**config.mk**
```make
export PLATFORM = sky130hd
export DESIGN_NAME = elevator_scan_ctrl
export DESIGN_NICKNAME = d
export VERILOG_FILES = /design/src/rtl/elevator_scan_ctrl.sv
export SDC_FILE = /design/constraint.sdc
export NUM_CORES = 1
export LEC_CHECK = 0
export ABC_AREA = 1
export CORE_MARGIN = 2
export CORE_UTILIZATION = 60
export DETAILED_ROUTE_END_ITERATION = 8
export MAX_ROUTING_LAYER = met4
export PLACE_DENSITY = 0.83
export SYNTH_ARGS = -nofsm -noshare
export SYNTH_HDL_FRONTEND = slang
export SYNTH_SLANG_ARGS = --single-unit
```
**constraint.sdc**
```tcl
create_clock -name CLK -period 4.6 [get_ports CLK]
set_input_delay 0.92 -clock CLK [delete_from_list [all_inputs] [get_ports CLK]]
set_output_delay 0.92 -clock CLK [all_outputs]
set_load 0.02 [all_outputs]
```
**src/rtl/elevator_scan_ctrl.sv**
```systemverilog
// SCAN-scheduled elevator controller: latched car/hall calls, timed travel and door dwell,
// emergency stop. engine/doors/cur_floor are registered; pending is the OR of the call latches.
module elevator_scan_ctrl #(
  parameter int FLOORS     = 8,
  parameter int FW         = 4,
  parameter int TRAVEL_CYC = 4,
  parameter int DOOR_CYC   = 3
) (
  input  logic              CLK,
  input  logic              RST,
  input  logic              auth_ok,
  input  logic [FLOORS-1:0] int_req,
  input  logic [FLOORS-1:0] ext_up_req,
  input  logic [FLOORS-1:0] ext_dn_req,
  input  logic              estop,
  output logic [1:0]        engine,
  output logic [2:0]        doors,
  output logic [FW-1:0]     cur_floor,
  output logic [FLOORS-1:0] pending
);

  localparam logic [2:0] IDLE       = 3'd0;
  localparam logic [2:0] MOVE_UP    = 3'd1;
  localparam logic [2:0] MOVE_DN    = 3'd2;
  localparam logic [2:0] DOOR_OPEN  = 3'd3;
  localparam logic [2:0] DOOR_CLOSE = 3'd4;
  localparam logic [2:0] ESTOP      = 3'd5;

  localparam int TW = (TRAVEL_CYC > 1) ? $clog2(TRAVEL_CYC) : 1;
  localparam int DW = (DOOR_CYC > 1) ? $clog2(DOOR_CYC) : 1;

  logic [2:0]        state, nxt_state;
  logic              dir, nxt_dir;
  logic [FW-1:0]     nxt_floor, up_floor, dn_floor;
  logic [TW-1:0]     tcnt, nxt_tcnt;
  logic [DW-1:0]     dcnt, nxt_dcnt, dwell_eff;
  logic [FLOORS-1:0] int_calls, up_calls, dn_calls;
  logic [FLOORS-1:0] nxt_int, nxt_up, nxt_dn;
  logic [FLOORS-1:0] int_in, keep, clear, cur_oh;
  logic              reload;

  function automatic logic [FLOORS-1:0] onehot(input logic [FW-1:0] f);
    logic [FLOORS-1:0] o;
    for (int i = 0; i < FLOORS; i++) o[i] = (i == int'(f));
    return o;
  endfunction

  function automatic logic has_call(input logic [FLOORS-1:0] v, input logic [FW-1:0] f);
    return |(v & onehot(f));
  endfunction

  function automatic logic any_above(input logic [FLOORS-1:0] v, input logic [FW-1:0] f);
    logic r;
    r = 1'b0;
    for (int i = 0; i < FLOORS; i++) if (i > int'(f) && v[i]) r = 1'b1;
    return r;
  endfunction

  function automatic logic any_below(input logic [FLOORS-1:0] v, input logic [FW-1:0] f);
    logic r;
    r = 1'b0;
    for (int i = 0; i < FLOORS; i++) if (i < int'(f) && v[i]) r = 1'b1;
    return r;
  endfunction

  function automatic logic [1:0] engine_of(input logic [2:0] s);
    case (s)
      MOVE_UP: return 2'b01;
      MOVE_DN: return 2'b10;
      default: return 2'b00;
    endcase
  endfunction

  function automatic logic [2:0] doors_of(input logic [2:0] s);
    case (s)
      DOOR_OPEN:  return 3'b010;
      DOOR_CLOSE: return 3'b100;
      default:    return 3'b001;
    endcase
  endfunction

  assign pending  = int_calls | up_calls | dn_calls;
  assign up_floor = cur_floor + FW'(1);
  assign dn_floor = cur_floor - FW'(1);
  assign cur_oh   = onehot(cur_floor);

  // A press at the open floor restarts the dwell instead of latching a call.
  assign int_in    = auth_ok ? int_req : '0;
  assign keep      = (state == DOOR_OPEN) ? ~cur_oh : '1;
  assign reload    = (state == DOOR_OPEN) && |((int_in | ext_up_req | ext_dn_req) & cur_oh);
  assign dwell_eff = reload ? '0 : dcnt;

  always_comb begin
    nxt_state = state;
    nxt_dir   = dir;
    nxt_floor = cur_floor;
    nxt_tcnt  = tcnt;
    nxt_dcnt  = dcnt;
    if (estop) begin
      nxt_state = ESTOP;
      nxt_tcnt  = '0;
      nxt_dcnt  = '0;
    end else begin
      case (state)
        IDLE: begin
          nxt_tcnt = '0;
          nxt_dcnt = '0;
          if (has_call(pending, cur_floor)) begin
            nxt_state = DOOR_OPEN;
          end else if (any_above(pending, cur_floor)) begin
            nxt_state = MOVE_UP;
            nxt_dir   = 1'b1;
          end else if (any_below(pending, cur_floor)) begin
            nxt_state = MOVE_DN;
            nxt_dir   = 1'b0;
          end
        end
        MOVE_UP: begin
          if (tcnt == TW'(TRAVEL_CYC - 1)) begin
            nxt_tcnt  = '0;
            nxt_floor = up_floor;
            if (has_call(pending, up_floor)) begin
              nxt_state = DOOR_OPEN;
              nxt_dcnt  = '0;
            end else if (!any_above(pending, up_floor)) begin
              nxt_state = IDLE;
            end
          end else begin
            nxt_tcnt = tcnt + TW'(1);
          end
        end
        MOVE_DN: begin
          if (tcnt == TW'(TRAVEL_CYC - 1)) begin
            nxt_tcnt  = '0;
            nxt_floor = dn_floor;
            if (has_call(pending, dn_floor)) begin
              nxt_state = DOOR_OPEN;
              nxt_dcnt  = '0;
            end else if (!any_below(pending, dn_floor)) begin
              nxt_state = IDLE;
            end
          end else begin
            nxt_tcnt = tcnt + TW'(1);
          end
        end
        DOOR_OPEN: begin
          // The reload cycle itself counts as the first cycle of the renewed dwell.
          if (dwell_eff == DW'(DOOR_CYC - 1)) begin
            nxt_state = DOOR_CLOSE;
            nxt_dcnt  = '0;
          end else begin
            nxt_dcnt = dwell_eff + DW'(1);
          end
        end
        DOOR_CLOSE: begin
          nxt_tcnt = '0;
          if (dir && any_above(pending, cur_floor)) begin
            nxt_state = MOVE_UP;
          end else if (!dir && any_below(pending, cur_floor)) begin
            nxt_state = MOVE_DN;
          end else if (any_below(pending, cur_floor)) begin
            nxt_state = MOVE_DN;
            nxt_dir   = 1'b0;
          end else if (any_above(pending, cur_floor)) begin
            nxt_state = MOVE_UP;
            nxt_dir   = 1'b1;
          end else begin
            nxt_state = IDLE;
          end
        end
        ESTOP: begin
          nxt_state = IDLE;
          nxt_tcnt  = '0;
          nxt_dcnt  = '0;
        end
        default: nxt_state = IDLE;
      endcase
    end
  end

  // Clearing on door-open entry wins over a same-cycle press for that floor.
  assign clear   = (nxt_state == DOOR_OPEN && state != DOOR_OPEN) ? onehot(nxt_floor) : '0;
  assign nxt_int = (int_calls | (int_in & keep)) & ~clear;
  assign nxt_up  = (up_calls | (ext_up_req & keep)) & ~clear;
  assign nxt_dn  = (dn_calls | (ext_dn_req & keep)) & ~clear;

  always_ff @(posedge CLK or negedge RST) begin
    if (!RST) begin
      state     <= IDLE;
      dir       <= 1'b1;
      cur_floor <= '0;
      tcnt      <= '0;
      dcnt      <= '0;
      int_calls <= '0;
      up_calls  <= '0;
      dn_calls  <= '0;
      engine    <= 2'b00;
      doors     <= 3'b001;
    end else begin
      state     <= nxt_state;
      dir       <= nxt_dir;
      cur_floor <= nxt_floor;
      tcnt      <= nxt_tcnt;
      dcnt      <= nxt_dcnt;
      int_calls <= nxt_int;
      up_calls  <= nxt_up;
      dn_calls  <= nxt_dn;
      engine    <= engine_of(nxt_state);
      doors     <= doors_of(nxt_state);
    end
  end

endmodule

```
==> summary.txt <==
Power
  • Pwr Density: approximately 300 nW/µm²
  • Leakage: 0.00178 µW
  • VDD IR max: 0.197 mV

Timing
  • Clk_skew: about 11 ps
  • Slew @ Worst Pin: 914 ps
  • Rel. slew slack: 0.391
  • Post-layout min period: ~3100 ps
  • # setup viols final: 0
  • Unrepaired setup endpoints after global routing: no
  • Period utilisation layout: 0.671
  • Fmax: 324 MHz
  • Final Max Tran Viols: 0
  • Final hold vios: 0
  • Setup TNS: 0 ps

Die
  • Placeable Area: 5110 µm²
  • Num rows: 26
  • Initial core utilization: 0.623
  • Die Y: 76.8 µm
  • Die Width: 76.8 µm
  • Total Die Area: 5900 µm²
  • Ports: 45

Clock network
  • Setup bufs post-CTS: 0
  • Clock sinks: 41
  • Cts bufs inserted: 5
  • Root buffer cell: clkbuf_8
  • TritonCTS clock tree: done
  • CTS Hold Bufs: 0
  • Number of gates resized after cts: 0
  • Worst-Skew Late Latency: 300 ps
  • Clock Pin Slew Worst Setup and Hold Paths: 90 ps
  • Max Root-Sink Buffers: 2
  • Htree depth: 2

Yosys
  • Post-Syn Area per Cell: 6.61 µm²
  • #FFs+latches synth: 41
  • Yosys Warn Count: 0
  • Post-synthesis net count: 517
  • Register area share after synthesis: 0.323
  • Mapped Area: 3180 µm²
  • Cells after Synth: slightly below 500
  • Netlist cell types: 37

Final layout
  • Layout Cells excl Fill: 596
  • Final #Nets: 561
  • # diodes: 0
  • Commonest non-fill, non-tap cell in the layout: nand2_1
  • Area delta synth->final: 18.5%
  • Fill cells: 442
  • Layout cells sized above 1: 0.114
  • Util after Layout: 0.738
  • Commonest non-fill, non-tap cells in the layout: 160 x nand2_1, 77 x nor2_1, 51 x inv_1, 43 x clkdlybuf4s50_1, 39 x dfrtp_1
  • Post-route cell area: between 3000 and 4000 µm²

GRT
  • Global route overflow: 0
  • Gr usage total: 0.318
  • Vias in the first global route: 3090
  • Largest net degree at the start of global routing: 42
  • First-pass GRT wire length: between 10000 and 15000 µm
  • Antenna violations before repair: 0

Detailed routing
  • Drt pass-1 iters: 5
  • Avg Vias per Cell: 5.46
  • Routed Antenna Nets: 0
  • Per-cell routed wire length: roughly 14 µm
  • DRC violations left: 0
  • DR vias: 3255
  • Drt first-iter violations: ~270
  • Drt total wl: 8580 µm

Place
  • Placed Cells incl. Taps: 588
  • Hpwl dp: 6610 µm
  • Final Wtd Congestion: 0.952
  • Area after DPL: 3650 µm²
  • PortBufs: 44

Worst setup path
  • Cell-by-cell trace of the critical path: clkdlybuf4s50_1 > nand2_1 > nand2_1 > nand2_1 > nand2_1 > nor2_1 > nand2_2 > nand2_2 > nand3_2 > nand2_2 > nand2_1 > nor2_2 > nand2_2 > nand4_4 > nor2_4 > nor2_1
  • Kind of critical path: primary input to register
  • Critical-path top delay cell: clkdlybuf4s50_1
  • Largest stage delay on the critical path: 840 ps
  • Setup crit start kind: primary input
  • Critical path origin: auth_ok
  • Worst EP arrival: 3270 ps
  • Crit path max fanout: 16
  • Crit end category: register
  • Reg2Reg Launch Point: cur_floor[1]$_DFF_PN0_
  • CP most frequent cell: nand2_1
  • Critical Path RT: 4780 ps

Worst hold path
  • Min-delay src: dir$_DFFE_PN1P_
  • HP Class: register to register

Job
  • Max Cap Viol: 0

Status
  • Status: completed
==> Yosys cell counts <==
cell	n	area (µm²)
nand4_4	1	21.3
nor2_1	77	289
buf_6	2	22.5
dfrtp_1	39	976
dfstp_2	2	52.6
inv_12	1	16.3
o21ai_1	5	25.0
nand3b_1	1	7.51
a21boi_1	1	7.51
o211ai_1	2	15.0
o21bai_1	1	7.51
nand2_8	1	20.0
nand2_2	12	75.1
nor3_1	1	5.00
ha_1	8	100
nand3_1	20	100
nand2_1	160	601
buf_2	3	15.0
o31ai_1	1	7.51
a21boi_0	1	7.51
a21oi_1	21	105
nand2b_1	1	6.26
o21ai_0	11	55.1
inv_6	1	8.76
xor2_2	1	16.3
nor2_2	5	31.3
nor2_4	13	146
inv_1	51	191
buf_4	1	7.51
a31oi_1	8	50.1
o22ai_1	4	25.0
nand3_2	6	60.1
xor2_1	1	8.76
nand4_1	9	56.3
inv_2	7	26.3
buf_1	1	3.75
nand2_4	1	11.3
==> registers in the layout, summed over array words and instances (netlist names) <==
register / flops
dn_calls: 8
int_calls: 8
up_calls: 8
cur_floor: 4
doors: 3
state: 3
dcnt: 2
engine: 2
tcnt: 2
dir: 1
==> power breakdown <==
group | total (µW) | leakage [µW] | switching [µW] | internal, µW
Clock | 298 | 0.0000543 | 136 | 163
Combinational | 405 | 0.00130 | 260 | 145
Sequential | 419 | 0.000420 | 37.3 | 382
==> kinds of logic (layout without fill, tap and decap cells) <==
| kind of cell | count (synthesis) | in the layout | share of synthesized area |
|---|---|---|---|
| and+or+nand+nor | 308 | 308 | 0.450 |
| buffers and inverters | 67 | 112 | 0.0917 |
| AOI/OAI and AO/OA | 55 | 55 | 0.0960 |
| DFF | 41 | 41 | 0.323 |
| adders and majority gates | 8 | 8 | 0.0315 |
| xor gates and xnor gates | 2 | 2 | 0.00787 |
==> layer usage <==
metal  GRT usage  routed length (µm)  up-vias
li1            -                   -     1602
met1       0.418                3760     1508
met2       0.530                4240      130
met3      0.0318                 452       15
met4      0.0782                 129        0
met5           -                   0        -
==> worst paths after layout <==
check	cells past startpoint	endpoint	slack [ps]
max in group asynchronous	1	up_calls[5]$_DFF_PN0_	3280
hold reg to reg	2	dir$_DFFE_PN1P_	510
min in group asynchronous	1	dcnt[0]$_DFFE_PN0P_	750
setup reg to reg	17	int_calls[1]$_DFF_PN0_	1700
setup / recovery	16	int_calls[1]$_DFF_PN0_	1520
hold / removal	2	dir$_DFFE_PN1P_	510
==> through the flow <==
stage | total power, µW | hold slack (ps) | setup slack, ps
after floorplan | 698 | 474 | 2150
after global placement | 816 | 486 | 1310
after detailed placement | 824 | 495 | 1250
after CTS | 1120 | 509 | 1540
after global routing | 1190 | 542 | 1310
final | 1120 | 506 | 1520
==> critical path, delay by kind of cell <==
family | cells | cell delay [ps]
buf+inv | 1 | 840
simple gates | 15 | 1490
==> layout make-up <==
cell class / count / area, µm² / share of cell area
Sequential cell: 41 / 1030 / 0.273
Timing Repair Buffer: 44 / 435 / 0.115
Inverter: 60 / 243 / 0.0644
Tap cell: 70 / 87.6 / 0.0232
Clock buffer: 5 / 68.8 / 0.0183
Clock inverter: 3 / 46.3 / 0.0123
Multi-Input combinational cell: 373 / 1860 / 0.494
Note: power is estimated with default switching activity, not from simulation.
